### src/rtl/dcache_pkg.sv
// Shared dcache constants: array geometry and data-path sequencer state encoding.
package dcache_pkg;
  localparam int D_INDEX_WIDTH = 6;
  localparam int D_WO_WIDTH    = 2;

  localparam logic [1:0] DC_IDLE  = 2'd0;
  localparam logic [1:0] DC_EVICT = 2'd1;
  localparam logic [1:0] DC_FILL  = 2'd2;
endpackage

### src/rtl/dcache_data_ctrl_if.sv
// Requester and ddram-side bus of the dcache data sequencer.
interface dcache_data_ctrl_if import dcache_pkg::*; #(
  parameter int IW = D_INDEX_WIDTH,
  parameter int OW = D_WO_WIDTH,
  parameter int DW = 32
) ();
  logic          cpu_req, cpu_we, cpu_gnt, cpu_rvalid;
  logic [IW-1:0] cpu_index;
  logic [OW-1:0] cpu_offset;
  logic [1:0]    cpu_way;
  logic [DW-1:0] cpu_wdata, cpu_rdata;

  logic          fill_req, fill_valid, fill_ready, fill_done;
  logic [IW-1:0] fill_index;
  logic [1:0]    fill_way;
  logic [DW-1:0] fill_data;

  logic          evict_req, evict_valid, evict_ready, evict_done;
  logic [IW-1:0] evict_index;
  logic [1:0]    evict_way;
  logic [DW-1:0] evict_data;

  logic [IW-1:0] ram_index;
  logic [OW-1:0] ram_offset;
  logic [1:0]    ram_way;
  logic [DW-1:0] ram_din, ram_dout0, ram_dout1, ram_dout2, ram_dout3;
  logic          ram_we, ram_en, busy;

  modport slave (
    input  cpu_req, cpu_we, cpu_index, cpu_offset, cpu_way, cpu_wdata,
    output cpu_gnt, cpu_rdata, cpu_rvalid,
    input  fill_req, fill_index, fill_way, fill_data, fill_valid,
    output fill_ready, fill_done,
    input  evict_req, evict_index, evict_way, evict_ready,
    output evict_data, evict_valid, evict_done,
    output ram_index, ram_offset, ram_way, ram_din, ram_we, ram_en,
    input  ram_dout0, ram_dout1, ram_dout2, ram_dout3,
    output busy
  );

  modport master (
    output cpu_req, cpu_we, cpu_index, cpu_offset, cpu_way, cpu_wdata,
    input  cpu_gnt, cpu_rdata, cpu_rvalid,
    output fill_req, fill_index, fill_way, fill_data, fill_valid,
    input  fill_ready, fill_done,
    output evict_req, evict_index, evict_way, evict_ready,
    input  evict_data, evict_valid, evict_done,
    input  ram_index, ram_offset, ram_way, ram_din, ram_we, ram_en,
    output ram_dout0, ram_dout1, ram_dout2, ram_dout3,
    input  busy
  );
endinterface

### src/rtl/dcache_data_ctrl_way_mux4.sv
// Per-way read-data select, shared by the CPU load and eviction paths.
module way_mux4 #(
  parameter int DW = 32
) (
  input  logic [1:0]    sel,
  input  logic [DW-1:0] d0,
  input  logic [DW-1:0] d1,
  input  logic [DW-1:0] d2,
  input  logic [DW-1:0] d3,
  output logic [DW-1:0] y
);
  always_comb begin
    unique case (sel)
      2'd0: y = d0;
      2'd1: y = d1;
      2'd2: y = d2;
      2'd3: y = d3;
    endcase
  end
endmodule

### src/rtl/dcache_data_ctrl.sv
// Arbitrates the single ddram port between eviction, refill and CPU word access
// (evict > fill > cpu) and sequences whole-line transfers word by word.
module dcache_data_ctrl import dcache_pkg::*; #(
  parameter int IW = D_INDEX_WIDTH,
  parameter int OW = D_WO_WIDTH,
  parameter int DW = 32
) (
  input  logic               clk,
  input  logic               rst_n,
  dcache_data_ctrl_if.slave  bus
);
  localparam logic [OW-1:0] LAST = '1;

  logic [1:0]    state_q, state_d;
  logic [OW-1:0] cnt_q, cnt_d;
  logic [IW-1:0] idx_q, idx_d;
  logic [1:0]    way_q, way_d;
  logic [DW-1:0] rdata_q, rdata_d;
  logic          rvalid_q, rvalid_d, fdone_q, fdone_d, edone_q, edone_d;

  logic [1:0]    mux_sel;
  logic [DW-1:0] mux_out;
  logic          gnt, fready, evalid, en, we;
  logic [IW-1:0] r_index;
  logic [OW-1:0] r_off;
  logic [1:0]    r_way;
  logic [DW-1:0] r_din;

  way_mux4 #(.DW(DW)) u_way_mux (
    .sel(mux_sel), .d0(bus.ram_dout0), .d1(bus.ram_dout1),
    .d2(bus.ram_dout2), .d3(bus.ram_dout3), .y(mux_out)
  );

  always_comb begin
    state_d  = state_q;
    cnt_d    = cnt_q;
    idx_d    = idx_q;
    way_d    = way_q;
    rdata_d  = rdata_q;
    rvalid_d = 1'b0;
    fdone_d  = 1'b0;
    edone_d  = 1'b0;
    mux_sel  = bus.cpu_way;
    gnt      = 1'b0;
    fready   = 1'b0;
    evalid   = 1'b0;
    en       = 1'b0;
    we       = 1'b0;
    r_index  = '0;
    r_off    = '0;
    r_way    = '0;
    r_din    = '0;
    case (state_q)
      DC_IDLE: begin
        if (bus.evict_req) begin
          state_d = DC_EVICT;
          idx_d   = bus.evict_index;
          way_d   = bus.evict_way;
          cnt_d   = '0;
        end else if (bus.fill_req) begin
          state_d = DC_FILL;
          idx_d   = bus.fill_index;
          way_d   = bus.fill_way;
          cnt_d   = '0;
        end else if (bus.cpu_req) begin
          gnt     = 1'b1;
          en      = 1'b1;
          we      = bus.cpu_we;
          r_index = bus.cpu_index;
          r_off   = bus.cpu_offset;
          r_way   = bus.cpu_way;
          r_din   = bus.cpu_wdata;
          if (!bus.cpu_we) begin
            rdata_d  = mux_out;
            rvalid_d = 1'b1;
          end
        end
      end
      DC_EVICT: begin
        mux_sel = way_q;
        evalid  = 1'b1;
        en      = 1'b1;
        r_index = idx_q;
        r_off   = cnt_q;
        r_way   = way_q;
        if (bus.evict_ready) begin
          if (cnt_q == LAST) begin
            state_d = DC_IDLE;
            edone_d = 1'b1;
          end else begin
            cnt_d = cnt_q + 1'b1;
          end
        end
      end
      DC_FILL: begin
        fready = 1'b1;
        if (bus.fill_valid) begin
          en      = 1'b1;
          we      = 1'b1;
          r_index = idx_q;
          r_off   = cnt_q;
          r_way   = way_q;
          r_din   = bus.fill_data;
          if (cnt_q == LAST) begin
            state_d = DC_IDLE;
            fdone_d = 1'b1;
          end else begin
            cnt_d = cnt_q + 1'b1;
          end
        end
      end
      default: state_d = DC_IDLE;
    endcase
  end

  always_ff @(posedge clk) begin
    if (!rst_n) begin
      state_q  <= DC_IDLE;
      cnt_q    <= '0;
      idx_q    <= '0;
      way_q    <= '0;
      rdata_q  <= '0;
      rvalid_q <= 1'b0;
      fdone_q  <= 1'b0;
      edone_q  <= 1'b0;
    end else begin
      state_q  <= state_d;
      cnt_q    <= cnt_d;
      idx_q    <= idx_d;
      way_q    <= way_d;
      rdata_q  <= rdata_d;
      rvalid_q <= rvalid_d;
      fdone_q  <= fdone_d;
      edone_q  <= edone_d;
    end
  end

  // evict_data is forced to zero outside the eviction stream
  assign bus.cpu_gnt     = gnt;
  assign bus.cpu_rdata   = rdata_q;
  assign bus.cpu_rvalid  = rvalid_q;
  assign bus.fill_ready  = fready;
  assign bus.fill_done   = fdone_q;
  assign bus.evict_valid = evalid;
  assign bus.evict_data  = evalid ? mux_out : '0;
  assign bus.evict_done  = edone_q;
  assign bus.ram_en      = en;
  assign bus.ram_we      = we;
  assign bus.ram_index   = r_index;
  assign bus.ram_offset  = r_off;
  assign bus.ram_way     = r_way;
  assign bus.ram_din     = r_din;
  assign bus.busy        = (state_q != DC_IDLE);
endmodule

### src/flat_wrapper.sv
// flat-port wrapper written by rule: the top's interface ports become plain ports
module dcache_data_ctrl_flat import dcache_pkg::*;
#(
  parameter int IW = D_INDEX_WIDTH,
  parameter int OW = D_WO_WIDTH,
  parameter int DW = 32
)
  (clk, rst_n, bus_cpu_req, bus_cpu_we, bus_cpu_index, bus_cpu_offset, bus_cpu_way, bus_cpu_wdata, bus_cpu_gnt, bus_cpu_rdata, bus_cpu_rvalid, bus_fill_req, bus_fill_index, bus_fill_way, bus_fill_data, bus_fill_valid, bus_fill_ready, bus_fill_done, bus_evict_req, bus_evict_index, bus_evict_way, bus_evict_ready, bus_evict_data, bus_evict_valid, bus_evict_done, bus_ram_index, bus_ram_offset, bus_ram_way, bus_ram_din, bus_ram_we, bus_ram_en, bus_ram_dout0, bus_ram_dout1, bus_ram_dout2, bus_ram_dout3, bus_busy);
  dcache_data_ctrl_if #(.IW(IW), .OW(OW), .DW(DW)) bus_i ();
  input  logic clk;
  input  logic rst_n;
  input wire logic [$bits(bus_i.cpu_req)-1:0] bus_cpu_req;
  input wire logic [$bits(bus_i.cpu_we)-1:0] bus_cpu_we;
  input wire logic [$bits(bus_i.cpu_index)-1:0] bus_cpu_index;
  input wire logic [$bits(bus_i.cpu_offset)-1:0] bus_cpu_offset;
  input wire logic [$bits(bus_i.cpu_way)-1:0] bus_cpu_way;
  input wire logic [$bits(bus_i.cpu_wdata)-1:0] bus_cpu_wdata;
  output wire logic [$bits(bus_i.cpu_gnt)-1:0] bus_cpu_gnt;
  output wire logic [$bits(bus_i.cpu_rdata)-1:0] bus_cpu_rdata;
  output wire logic [$bits(bus_i.cpu_rvalid)-1:0] bus_cpu_rvalid;
  input wire logic [$bits(bus_i.fill_req)-1:0] bus_fill_req;
  input wire logic [$bits(bus_i.fill_index)-1:0] bus_fill_index;
  input wire logic [$bits(bus_i.fill_way)-1:0] bus_fill_way;
  input wire logic [$bits(bus_i.fill_data)-1:0] bus_fill_data;
  input wire logic [$bits(bus_i.fill_valid)-1:0] bus_fill_valid;
  output wire logic [$bits(bus_i.fill_ready)-1:0] bus_fill_ready;
  output wire logic [$bits(bus_i.fill_done)-1:0] bus_fill_done;
  input wire logic [$bits(bus_i.evict_req)-1:0] bus_evict_req;
  input wire logic [$bits(bus_i.evict_index)-1:0] bus_evict_index;
  input wire logic [$bits(bus_i.evict_way)-1:0] bus_evict_way;
  input wire logic [$bits(bus_i.evict_ready)-1:0] bus_evict_ready;
  output wire logic [$bits(bus_i.evict_data)-1:0] bus_evict_data;
  output wire logic [$bits(bus_i.evict_valid)-1:0] bus_evict_valid;
  output wire logic [$bits(bus_i.evict_done)-1:0] bus_evict_done;
  output wire logic [$bits(bus_i.ram_index)-1:0] bus_ram_index;
  output wire logic [$bits(bus_i.ram_offset)-1:0] bus_ram_offset;
  output wire logic [$bits(bus_i.ram_way)-1:0] bus_ram_way;
  output wire logic [$bits(bus_i.ram_din)-1:0] bus_ram_din;
  output wire logic [$bits(bus_i.ram_we)-1:0] bus_ram_we;
  output wire logic [$bits(bus_i.ram_en)-1:0] bus_ram_en;
  input wire logic [$bits(bus_i.ram_dout0)-1:0] bus_ram_dout0;
  input wire logic [$bits(bus_i.ram_dout1)-1:0] bus_ram_dout1;
  input wire logic [$bits(bus_i.ram_dout2)-1:0] bus_ram_dout2;
  input wire logic [$bits(bus_i.ram_dout3)-1:0] bus_ram_dout3;
  output wire logic [$bits(bus_i.busy)-1:0] bus_busy;
  assign bus_i.cpu_req = bus_cpu_req;
  assign bus_i.cpu_we = bus_cpu_we;
  assign bus_i.cpu_index = bus_cpu_index;
  assign bus_i.cpu_offset = bus_cpu_offset;
  assign bus_i.cpu_way = bus_cpu_way;
  assign bus_i.cpu_wdata = bus_cpu_wdata;
  assign bus_cpu_gnt = bus_i.cpu_gnt;
  assign bus_cpu_rdata = bus_i.cpu_rdata;
  assign bus_cpu_rvalid = bus_i.cpu_rvalid;
  assign bus_i.fill_req = bus_fill_req;
  assign bus_i.fill_index = bus_fill_index;
  assign bus_i.fill_way = bus_fill_way;
  assign bus_i.fill_data = bus_fill_data;
  assign bus_i.fill_valid = bus_fill_valid;
  assign bus_fill_ready = bus_i.fill_ready;
  assign bus_fill_done = bus_i.fill_done;
  assign bus_i.evict_req = bus_evict_req;
  assign bus_i.evict_index = bus_evict_index;
  assign bus_i.evict_way = bus_evict_way;
  assign bus_i.evict_ready = bus_evict_ready;
  assign bus_evict_data = bus_i.evict_data;
  assign bus_evict_valid = bus_i.evict_valid;
  assign bus_evict_done = bus_i.evict_done;
  assign bus_ram_index = bus_i.ram_index;
  assign bus_ram_offset = bus_i.ram_offset;
  assign bus_ram_way = bus_i.ram_way;
  assign bus_ram_din = bus_i.ram_din;
  assign bus_ram_we = bus_i.ram_we;
  assign bus_ram_en = bus_i.ram_en;
  assign bus_i.ram_dout0 = bus_ram_dout0;
  assign bus_i.ram_dout1 = bus_ram_dout1;
  assign bus_i.ram_dout2 = bus_ram_dout2;
  assign bus_i.ram_dout3 = bus_ram_dout3;
  assign bus_busy = bus_i.busy;
  dcache_data_ctrl #(.IW(IW), .OW(OW), .DW(DW)) u_core (.clk(clk), .rst_n(rst_n), .bus(bus_i));
endmodule
### config.mk
export PLATFORM = sky130hd
export DESIGN_NAME = dcache_data_ctrl_flat
export DESIGN_NICKNAME = d
export VERILOG_FILES = /design/src/rtl/dcache_pkg.sv /design/src/rtl/dcache_data_ctrl_if.sv /design/src/rtl/dcache_data_ctrl_way_mux4.sv /design/src/rtl/dcache_data_ctrl.sv /design/src/flat_wrapper.sv
export SDC_FILE = /design/constraint.sdc
export NUM_CORES = 1
export LEC_CHECK = 0
export BUFFER_PORTS_ARGS = -buffer_cell sky130_fd_sc_hd__buf_2
export CAP_MARGIN = 40
export CELL_PAD_IN_SITES_DETAIL_PLACEMENT = 1
export CELL_PAD_IN_SITES_GLOBAL_PLACEMENT = 1
export CORE_AREA = 4 4 129 131
export DETAILED_ROUTE_END_ITERATION = 7
export DIE_AREA = 0 0 133 135
export PLACE_DENSITY_LB_ADDON = 0.12
export SKIP_CTS_REPAIR_TIMING = 1
export SYNTH_ARGS = -nofsm -noshare
export SYNTH_HDL_FRONTEND = slang
export SYNTH_SLANG_ARGS = --single-unit
### constraint.sdc
create_clock -name clk -period 3.3 [get_ports clk]
set_input_delay 0.66 -clock clk [delete_from_list [all_inputs] [get_ports clk]]
set_output_delay 0.66 -clock clk [all_outputs]
set_load 0.05 [all_outputs]
==> results of run 1 <==
-- layout make-up --
cell class / instances / area (um2)
flip-flops and latches: 47 / 942
well taps: 216 / 270
clock inverters: 1 / 7.51
inverters: 5 / 18.8
clock buffers: 7 / 153
repair buffers: 351 / 1830
diodes: 2 / 5.00
fillers: 1848 / 9530
multi-input cells: 243 / 2840
-- how the worst min path moves through the flow --
stage / start / endpoint / slack, ns / cells after the start
finish: u_core.bus.cpu_rdata[14]$_SDFFE_PN0P_ / u_core.bus.cpu_rdata[14]$_SDFFE_PN0P_ / 0.47 / 1
global route: u_core.bus.cpu_rdata[10]$_SDFFE_PN0P_ / u_core.bus.cpu_rdata[10]$_SDFFE_PN0P_ / 0.50 / 1
CTS: u_core.bus.cpu_rdata[21]$_SDFFE_PN0P_ / u_core.bus.cpu_rdata[21]$_SDFFE_PN0P_ / 0.48 / 1
detailed placement: u_core.bus.cpu_rdata[26]$_SDFFE_PN0P_ / u_core.bus.cpu_rdata[26]$_SDFFE_PN0P_ / 0.46 / 1
global placement: u_core.bus.cpu_rdata[31]$_SDFFE_PN0P_ / u_core.bus.cpu_rdata[31]$_SDFFE_PN0P_ / 0.46 / 1
floorplan: u_core.cnt_q[1]$_SDFFE_PN0P_ / u_core.cnt_q[1]$_SDFFE_PN0P_ / 0.45 / 2
-- cells in the mapped netlist (6+ instances only) --
library cell,number
clkbuf_1,20
and2_1,31
mux2i_1,8
a22oi_1,10
dfxtp_1,47
buf_12,6
nor2_1,22
mux4_1,9
a22o_1,62
mux4_2,55
a211oi_1,8
a21oi_1,6
-- per-stage QoR --
step	util	area, um2	hold WS (ns)	power, mW	setup WS (ns)
after floorplan	-	4050	0.449	3.28	0.0633
after global placement	0.379	5910	0.459	3.92	0.410
after detailed placement	0.379	5910	0.459	3.97	0.385
after CTS	0.389	6070	0.479	4.53	0.105
after global routing	0.389	6070	0.504	4.73	0.00590
final	0.389	6070	0.473	4.45	0.147
-- routing by layer --
layer	up-vias	part of all wire	track usage
li1	2016	-	-
met1	2155	0.35	0.193
met2	215	0.54	0.354
met3	36	0.082	0.0544
met4	4	0.030	0.0693
met5	-	0.0019	0
-- kinds of logic after synthesis --
| family | Yosys count | synth area share |
|---|---|---|
| DFF | 47 | 0.233 |
| and+or+nand+nor | 73 | 0.101 |
| adders and majority gates | 5 | 0.0155 |
| buffers and inverters | 43 | 0.0724 |
| muxes | 74 | 0.393 |
| AOI/OAI and AO/OA | 91 | 0.185 |
-- state kept, by name (all words and copies together), names as in the netlist --
register               count
u_core.bus.cpu_rdata      32
u_core.idx_q               6
u_core.cnt_q               2
u_core.state_q             2
u_core.way_q               2
u_core.bus.cpu_rvalid      1
u_core.bus.evict_done      1
u_core.bus.fill_done       1
-- power breakdown --
group          internal [mW]  switching, mW  leakage (nW)
sequential             0.651         0.0898         0.382
clock                  0.323          0.222        0.0762
combinational           1.17           2.00          2.60
==> results, run 1 <==
- The flow ran to the end, and the final reports show no timing, DRC or antenna violations.
- The finished layout holds 872 standard cells, fillers aside.
- Setup violations remaining at the end of the flow were counted as 0.
- The wire length per cell is around 20 um.
- The max-slew violation count was 0.
- The floorplan step defined a die boundary enclosing approximately 18000 um2.
- Dividing the detail-routed via count by the number of cells gives between 5 and 6.
- The total routing resource utilization after global routing is 0.186.
- The share of final-layout standard cells stronger than drive strength 1 is 0.656.
- The core region area is about 16000 um2.
- The final wirelength is approximately 17000 um.
- The slowest stage cell on the critical path is mux4_2.
- The clock buffer count from CTS is 5.
- Headroom to the max-slew limit came out at 0.667.
- At the later pin of the worst-skew pair, clock insertion delay measures approximately 0.29 ns.
- The wire length of the first global-routing pass is 26800 um.
- The detailed router finished its first iteration with between 100 and 150 violations.
- Setup slack on the worst reg-to-reg path comes out at just under 0.6 ns.
- Row generation in the floorplan step produced 46 rows.
- For this design, the sink count on the clock tree is 47.
- The number of I/O pins is 341.
- At the end of routability-driven placement, the weighted congestion stood at between 0.7 and 0.8.
- The detailed placer's ending HPWL is between 10000 and 15000 um.
- After synthesis, the mean cell area works out to between 10 and 15 um2.
- In this run the horizontal extent of the chip is 133 um.
- Before antenna repair, the detailed router went through 4 iterations.
- At the pin with the least slew margin, the transition time is 0.499 ns.
- mux4_2 takes more of the synthesized area than any other cell.
- By area the synthesized netlist is led by mux4_2 31%, dfxtp_1 23%, a22o_1 13%.
- The number of hold violations in the final report is 0.
- The worst setup path is captured at a primary output.
- The combined buffer and inverter count along the critical path is 3.
- Synthesis produced a netlist with a net count of between 500 and 600.
- The library cells used most frequently in the layout, excluding fill and tap cells, are 340 x buf_2, 62 x a22o_1, 55 x mux4_2.
- In the synthesized netlist the dominant register cell turns out to be dfxtp_1.
- The critical path is of the reg2out type.
- Yosys mapped a number of flops with a built-in enable equal to 0.
- For this configuration, the core starts out at a cell density of 0.259.
- After synthesis the netlist holds a flip-flop and latch count of 47.
- The number of antenna violations at the first check in global routing is 3.
- The post-synthesis sequential area ratio is 0.233.
- The worst-case IR drop observed on VDD is slightly below 300 uV.
- The part of the cycle the worst path needs is 0.956.
- Relative to the synthesized area, the layout overhead comes to 50.1%.
- Of all flip-flops after synthesis, the portion carrying an async set or reset was 0.
- TritonCTS built the clock tree.
- The count of buffers added on input and output ports is 340.
- The routed layout has between 4000 and 5000 vias.
- The capturing point of the worst reg2reg path is u_core.bus.cpu_rdata[17]$_SDFFE_PN0P_.
- In this run the critical register-to-register path is launched from u_core.state_q[1]$_SDFFE_PN0P_.
- For the worst setup path, the data required time is ~2.6 ns.
- The highest attainable clock frequency is approximately 320 MHz.
- The number of global-route vias before repair came to a little under 5000.
- The leakage power figure is just over 3 nW.
- The critical path goes through inv_1 > ha_1 > mux2i_4 > buf_12 > mux4_2 > and2_1 > buf_2.
- The number of cells on the critical path is 7.
- For this run, design rule violations remaining after detail routing come to 0.
- The worst setup path is launched from a register.
- The critical path ends at bus_evict_data[12].
- Of all nets on the critical path, the largest fanout is 38.
- The count of synthesis-stage warnings from yosys is 0.
- The longest clock path from root to sink contains 2 buffers.
- Subtracting the final worst setup slack from the clock period gives around 3.2 ns.
- Across the run, the number of max-cap violations was 0.
- The overflow left after global routing is 0.
- After clock tree synthesis, the clock-pin slew on the worst setup and hold paths is approximately 0.07 ns.
- The count of nets left with antenna violations after detail routing is 0.
- The floorplan step set the die height to between 100 and 150 um.
- Counting distinct cell types in the post-synthesis netlist gives 35.
- For this run, the post-layout net count is ~880.
- Measured in cells, the most critical reg-to-reg path has a length of 7.
- The maximum number of pins on one net before global-route repair is between 40 and 50.
- Synthesis produced ~330 cells.
- On the critical path the largest part of the delay comes from multiplexers.
- In this run, placement finished with an instance count of between 800 and 900.
- The signal arrival time at the worst endpoint is around 2.5 ns.
- The post-synth design cell area is ~4000 um2.
- The share of Yosys cell area claimed by the top area cell type is 0.306.
- Setup repair after global routing left no endpoint under its margin.
- The worst clock skew is about 0.005 ns.
- In this run the worst hold path is classified as reg2reg.
- The deepest level of the CTS H-tree is 2.
- Power spread over the standard cell area amounts to between 700 and 800 nW/um2.
- The most critical setup path has its startpoint at u_core.state_q[1]$_SDFFE_PN0P_.
- On the worst path, the slowest cell contributes a delay of between 0.5 and 0.6 ns.
- The commonest non-fill, non-tap cell in the layout is buf_2.
- The tree is rooted in a clkbuf_16.
- Adding up every negative setup slack in the final design gives 0 ns.
(Power assumes the default switching activity.)
==> inputs of run 2 (changes only) <==
--- a/config.mk
+++ b/config.mk
@@ -9,11 +9,12 @@
 export CAP_MARGIN = 40
 export CELL_PAD_IN_SITES_DETAIL_PLACEMENT = 1
 export CELL_PAD_IN_SITES_GLOBAL_PLACEMENT = 1
-export CORE_AREA = 4 4 129 131
+export CORE_AREA = 4 4 132 134
 export DETAILED_ROUTE_END_ITERATION = 7
-export DIE_AREA = 0 0 133 135
+export DIE_AREA = 0 0 136 138
 export PLACE_DENSITY_LB_ADDON = 0.12
 export SKIP_CTS_REPAIR_TIMING = 1
 export SYNTH_ARGS = -nofsm -noshare
 export SYNTH_HDL_FRONTEND = slang
+export SYNTH_HIERARCHICAL = 1
 export SYNTH_SLANG_ARGS = --single-unit
==> constraint.sdc (replaced) <==
create_clock -name clk -period 4.07 [get_ports clk]
set_input_delay 0.814 -clock clk [delete_from_list [all_inputs] [get_ports clk]]
set_output_delay 0.814 -clock clk [all_outputs]
set_load 0.05 [all_outputs]
==> run 2 against run 1 <==
  * Setup slack better by 0.30 ns
  * Sequential power shrank 24%
  * Flip-flop and latch count stayed put
  * Largest cell class unchanged
==> results, run 2 <==
- The sort of element at the end of the critical path is a primary output.
- Across all layers, the routed design uses 4256 vias.
- The number of synthesized flops with an enable pin is 0.
- For this configuration, the core starts out at a cell density of 0.222.
- The worst relative slew slack is 0.403.
- The layout net count is 951.
- Final hold analysis gives a worst-case slack of between 0.4 and 0.5 ns.
- The clock buffer count from CTS is 5.
- The kind of launch point of the worst setup path is a register.
- The worst hold path passes through 2 cells.
- The total area inside the core boundary comes to approximately 16000 um2.
- The share of Yosys cell area claimed by the top area cell type is 0.260.
- The height of the chip is 138 um.
- Yosys mapped the design onto 35 distinct sky130hd cell types.
- Counting every net in the synthesized netlist gives between 600 and 700.
- The endpoint identified for the worst register-to-register timing path is u_core/bus.cpu_rdata[28]$_SDFFE_PN0P_.
- The critical setup path kind is reg2out.
- The weighted congestion at the end of routability-driven global placement is ~0.76.
- After floorplanning, the core was divided into 47 placement rows.
- The wire length of the first global-routing pass is between 20000 and 25000 um.
- On the final layout, the worst clock skew is ~0.009 ns.
- The share of synthesized registers carrying an async set or reset is 0.
- Of the synthesized area, sequential elements account for 0.260.
- The maximum number of pins on one net before global-route repair is 52.
- The area growth from synthesis to layout is 53.3%.
- In the layout the commonest cells are 340 x buf_2, 78 x nand2_1, 47 x dfxtp_1.
- In the final layout, the share of cells above drive strength 1 is 0.542.
- The violation count after the first detailed-routing iteration is about 150.
- The clock sink total is 47.
- The count of nets left with antenna violations after detail routing is 0.
- Measured in cells, the most critical reg-to-reg path has a length of 8.
- Once detailed placement completed, the half-perimeter wirelength came to between 10000 and 15000 um.
- The floorplan step set the die width to 136 um.
- In this run the mean area of a mapped cell was roughly 9 um2.
- For this run, the leading register cell type out of synthesis is dfxtp_1.
- By count the netlist is led by 78 x nand2_1, 47 x dfxtp_1, 45 x nor2_1, 40 x a22oi_1, 35 x and2_1.
- The CTS root buffer is clkbuf_16.
- The max-slew violation count is 0.
- The total routing resource utilization after global routing is 0.166.
- The clock transition at the registers of the reported paths is ~0.070 ns.
- After detailed routing, the average wire length per cell comes to roughly 18 um.
- The CTS tree is built.
- The total design power is just over 3 mW.
- The data required time at the worst endpoint is 3.26 ns.
- The number of standard cells after synthesis is 401.
- The run finished with clean final reports.
- Across the run, the number of max-cap violations was 0.
- The number of buffers between clock root and the deepest sink is 2.
- The deepest level of the CTS H-tree is 2.
- The total negative slack is 0 ns.
- The worst hold path terminates at u_core/bus.cpu_rdata[9]$_SDFFE_PN0P_.
- Global routing finished with a remaining overflow of 0.
- The part of the cycle the worst path needs is 0.889.
- The number of hold violations in the final report came to 0.
- Leaving out fill and tap cells, the most frequent cell in the layout is buf_2.
- The insertion delay of the later-clocked pin in the worst-skew pair is between 0.2 and 0.3 ns.
- The flip-flop count of the largest register after layout is 32.
- The flop-to-flop setup slack is ~1.6 ns.
- The leakage power figure is 2.90 nW.
- In this run the critical register-to-register path is launched from u_core/state_q[0]$_SDFFE_PN0P_.
- The count of buffers added on input and output ports is 340.
- In this run the most critical hold path is launched from u_core/bus.cpu_rdata[9]$_SDFFE_PN0P_.
- The number of global-route vias before repair is roughly 4600.
- Power spread over the standard cell area amounts to 552 nW/um2.
- Setup repair after global routing left no endpoint under its margin.
- The signal arrival time at the worst endpoint is around 2.8 ns.
- Counting flops and latches in the post-synthesis netlist gives 47.
- Along the worst path, the maximum fanout reaches 32.
- The most numerous cell in the Yosys netlist is nand2_1.
- After detailed routing, the number of vias per cell comes to between 4 and 5.
- The number of optimization iterations in the first detailed-route pass is 4.
- The number of I/O pins is around 340.
- In the post-synthesis netlist, the biggest area contributors are dfxtp_1 26%, mux4_2 19%, a22oi_1 8.3%.
- The die covers between 15000 and 20000 um2.
- The worst vdd rail ir drop is between 150 and 200 uV.
- For this run, the number of Yosys warnings is 6.
- The final wirelength is ~17000 um.
- The number of antenna violations at the first check in global routing is 0.
- The path class of the tightest hold or removal check is reg2reg.
- The remaining design rule violation count is 0.
- The clock period could shrink to about 3.6 ns.
- At the pin with the least slew margin, the transition time is slightly below 0.9 ns.
- Setup violations remaining at the end of the flow were counted as 0.
- The synthesized design spends more area on one cell type than any other, namely dfxtp_1.
- The mapped netlist covers between 3000 and 4000 um2.
- The highest attainable clock frequency is 276 MHz.
- The number of antenna diodes is 0.
run 2: cell count changes after synthesis, sizes merged, moves of 23 or more:
| cell | change |
|---|---|
| a22o | -64 |
| mux4 | -32 |
| nand2 | +75 |
| a22oi | +30 |
| nor2 | +23 |
| a21boi | +32 |
run 2: final cells by class:
cell class                 instances  area [um2]
multi-input combinational        312        2400
clock inverter                     2        12.5
clock buffer                       6         129
timing repair buffer             348        1760
tap                              220         275
sequential                        47         941
inverter                           4        15.0
fill                            2081       10800
run 2: how the worst max path moves through the flow:
stage	depth (start not counted)	to	slack, ns	startpoint
after floorplan	5	bus_ram_index[2]	0.84	bus_fill_req
after global placement	6	bus_evict_data[31]	0.77	bus_cpu_way[0]
after detailed placement	7	bus_evict_data[31]	0.74	u_core/state_q[1]$_SDFFE_PN0P_
after CTS	7	bus_evict_data[31]	0.40	u_core/state_q[1]$_SDFFE_PN0P_
after global routing	7	bus_evict_data[31]	0.28	u_core/state_q[1]$_SDFFE_PN0P_
final	6	bus_evict_data[10]	0.45	u_core/state_q[1]$_SDFFE_PN0P_
run 2: critical path, cell delays in order (launching register included):
cell and delay (ns):
dfxtp_1 0.41, inv_1 0.11, ha_1 0.29, mux2_2 0.86
mux4_2 0.45, and2_1 0.15, buf_2 0.20
run 2: through the flow:
step / std cells / cell area [um2] / util / setup slack [ns]
6_report: 939 / 5540 / 0.340 / 0.450
2_1_floorplan: 401 / 3610 / - / 0.844
4_1_cts: 939 / 5540 / 0.340 / 0.398
3_5_place_dp: 931 / 5400 / 0.331 / 0.742
3_3_place_gp: 930 / 5390 / 0.331 / 0.774
5_1_grt: 939 / 5540 / 0.340 / 0.279
run 2: cell families after synthesis:
family,Yosys count,share of synthesized area
muxes,45,0.238
and+or+nand+nor,171,0.214
DFF,47,0.260
AOI/OAI and AO/OA,89,0.188
buffers and inverters,42,0.0748
adders and majority gates,7,0.0242
run 2: per-layer routing:
metal  part of all wire  up-vias  track usage
li1                   -     2065            -
met1               0.38     1980        0.185
met2               0.52      189        0.315
met3              0.072       22       0.0342
met4              0.021        0       0.0446
met5                  0        -            0
run 2: power breakdown:
| group | switching [mW] | total, mW | internal, mW | leakage [nW] |
|---|---|---|---|---|
| combinational | 1.44 | 2.08 | 0.645 | 2.45 |
| sequential | 0.0467 | 0.565 | 0.519 | 0.382 |
| clock | 0.180 | 0.407 | 0.227 | 0.0669 |
| total | 1.66 | 3.06 | 1.39 | 2.90 |
==> inputs of run 3 (changes only) <==
--- a/config.mk
+++ b/config.mk
@@ -6,12 +6,12 @@
 export NUM_CORES = 1
 export LEC_CHECK = 0
 export BUFFER_PORTS_ARGS = -buffer_cell sky130_fd_sc_hd__buf_2
-export CAP_MARGIN = 40
 export CELL_PAD_IN_SITES_DETAIL_PLACEMENT = 1
 export CELL_PAD_IN_SITES_GLOBAL_PLACEMENT = 1
-export CORE_AREA = 4 4 132 134
+export CORE_ASPECT_RATIO = 1.75
+export CORE_MARGIN = 4
+export CORE_UTILIZATION = 22
 export DETAILED_ROUTE_END_ITERATION = 7
-export DIE_AREA = 0 0 136 138
 export PLACE_DENSITY_LB_ADDON = 0.12
 export SKIP_CTS_REPAIR_TIMING = 1
 export SYNTH_ARGS = -nofsm -noshare
==> constraint.sdc (replaced) <==
create_clock -name clk -period 3.2 [get_ports clk]
set_input_delay 0.64 -clock clk [delete_from_list [all_inputs] [get_ports clk]]
set_output_delay 0.64 -clock clk [all_outputs]
set_load 0.05 [all_outputs]
==> run 3 against run 2 <==
  * Clock power up 26%
  * Flip-flop and latch count unchanged
  * Largest power group unchanged
  * Final area up 0.79%
  * Via count up 3.2%
  * Highest routed layer is now met5
  * First-iteration DRC count down 37%
  * Utilization up 0.83 points
  * Sequential power up 27%
  * Register-to-register slack worse by 0.59 ns
  * Count of clock-buffer cells in the layout up 1
  * Combinational power up 31%
  * Largest cell class unchanged
==> results, run 3 (same netlist as run 2, synthesis figures left out) <==
- The flow ran to the end, and the final reports show no timing, DRC or antenna violations.
- The startpoint of the lowest-slack register-to-register path is u_core/state_q[0]$_SDFFE_PN0P_.
- The total routing resource utilization after global routing is 0.176.
- The share of final-layout standard cells stronger than drive strength 1 is 0.545.
- The analysis attributes to cell leakage a power of roughly 2.9 nW.
- The number of global-route vias before repair came to ~4800.
- Measured along the y axis, the die boundary spans around 180 um.
- The initial core utilization is 0.225.
- The number of clock buffers added by TritonCTS is 5.
- The clock transition at the registers of the reported paths is 0.06 ns.
- Of the total power, combinational logic draws 0.689.
- The part of the cycle the worst path needs is 0.957.
- The count of nets left with antenna violations once routing finished came out at 0.
- The signal arrival time at the worst endpoint is 2.42 ns.
- In the layout the commonest cells are 340 x buf_2, 78 x nand2_1, 46 x dfxtp_1.
- The power density over the cells is between 700 and 800 nW/um2.
- The analysis attributes to net switching a power of ~2.1 mW.
- The wire length of the first global-routing pass is approximately 26000 um.
- The layout net count is approximately 960.
- The average via count per standard cell is 4.82.
- The remaining design rule violation count is 0.
- The highest attainable clock frequency is around 330 MHz.
- TritonCTS built the clock tree.
- At the worst endpoint, the required time is 2.56 ns.
- The number of hold violations in the final report is 0.
- The clock sink total is between 40 and 50.
- The routed design could run at a clock period as short as 3.06 ns.
- After the first detailed-routing iteration, the DRC count stood at 94.
- The max-capacitance violation count is 0.
- The deepest level of the CTS H-tree is 2.
- The worst relative slew slack is 0.554.
- The number of I/O pins is 341.
- The worst clock skew is 0.00584 ns.
- The sort of element at the end of the critical path is a primary output.
- The first detailed-routing pass took 4 iterations.
- The flip-flop count of the largest register after layout is 32.
- The CTS root buffer is clkbuf_16.
- Setup repair after global routing left no endpoint under its margin.
- The tightest hold path in the finished design has a slack of roughly 0.45 ns.
- The width of the chip is between 100 and 150 um.
- The maximum number of pins on one net before global-route repair is 48.
- The most critical setup path has its startpoint at u_core/state_q[1]$_SDFFE_PN0P_.
- Internal power comes to approximately 1.8 mW.
- The count of vias placed by the detailed router is approximately 4400.
- Summed over all nets, the half-perimeter wirelength after detailed placement is ~14000 um.
- Leaving out fill and tap cells, the most frequent cell in the layout is buf_2.
- The share of total power dissipated in sequential elements is 0.181.
- The longest clock path from root to sink contains 2 buffers.
- The post-route cell area is around 5600 um2.
- The die covers about 19000 um2.
- At the end of routability-driven placement, the weighted congestion stood at approximately 0.81.
- Summed over all layers, the routed wires come to between 15000 and 20000 um.
- In this run the standard cell core region covers roughly 16000 um2.
- The worst hold path belongs to the class reg2reg.
- The final standard cell utilization of the core is 0.348.
- The area overhead of the layout relative to synthesis is 54.5%.
- The insertion delay of the later-clocked pin in the worst-skew pair is 0.29 ns.
- After detailed placement, the total cell area comes to roughly 5400 um2.
- The floorplan has between 60 and 70 rows.
- The final count of negative-setup-slack endpoints is 0.
- For the pin with the worst max-slew slack, the measured transition is 0.669 ns.
- Buffers placed on the I/O ports in this run total 340.
- The worst setup path is launched from a register.
- The number of antenna violations at the first check in global routing is 4.
- The max-slew violation count came to 0.
- In this run the most critical hold path is launched from u_core/bus.cpu_rdata[15]$_SDFFE_PN0P_.
- Of the total power, the share spent switching nets is 0.541.
- The total negative slack is 0 ns.
- The worst setup path is of the reg2out kind.
- The overflow left after global routing is 0.
- Of the total power, the clock network draws 0.129.
- The wire length per cell is 19.0 um.
- In this run the worst path has a maximum fanout of 16.
- The worst vdd rail ir drop is between 300 and 400 uV.
- The repair_antennas step left the layout with diodes totalling 0.
==> run 3: cell types whose count changed in the layout (fill, tap and decap cells not counted), sizes merged <==
cell	previous run	this run
buf	348	351
clkbuf	6	8
clkinvlp	1	0
==> run 3: worst paths after layout <==
path                                           end  slack, ns  cells past startpoint
max                              bus_evict_data[0]       0.14                      7
min          u_core/bus.cpu_rdata[15]$_SDFFE_PN0P_       0.45                      2
max reg2reg  u_core/bus.cpu_rdata[29]$_SDFFE_PN0P_       0.97                      8
min reg2reg  u_core/bus.cpu_rdata[15]$_SDFFE_PN0P_       0.45                      2
==> run 3: layer usage <==
layer	GRT usage	part of all wire	vias up	wire length, um
met2	0.364	0.57	230	9860
met4	0.0432	0.017	8	288
li1	-	-	2075	-
met1	0.162	0.33	2057	5690
met3	0.0546	0.085	24	1470
met5	0	0.0032	-	55
==> run 3: critical path, stage by stage, from the launching register on <==
cell and delay (ns):
dfxtp_2 0.37, inv_1 0.08, ha_1 0.20, mux2_2 0.31
buf_12 0.21, mux4_1 0.59, and2_1 0.15, buf_2 0.20
==> run 3: cell type report <==
class / instances / area, um2
multi-input cells: 312 / 2400
well taps: 189 / 236
clock buffers: 7 / 133
repair buffers: 352 / 1850
inverters: 4 / 15.0
clock inverters: 1 / 5.00
flip-flops and latches: 47 / 942
fillers: 2032 / 10400
==> run 3: power groups by stage <==
stage	Clock (mW)	Combinational, mW	Sequential, mW
after CTS	0.537	2.75	0.717
final	0.513	2.73	0.718
after global routing	0.557	2.92	0.730
after detailed placement	0	2.75	0.729
after floorplan	0	1.99	0.782
after global placement	0	2.70	0.725
==> run 3: stage by stage <==
step	cells	worst slack (ns)	total power [mW]
CTS	911	0.0192	4.01
global route	912	0.0157	4.21
global placement	903	0.403	3.42
floorplan	401	0.165	2.78
finish	912	0.136	3.96
detailed placement	903	0.341	3.48
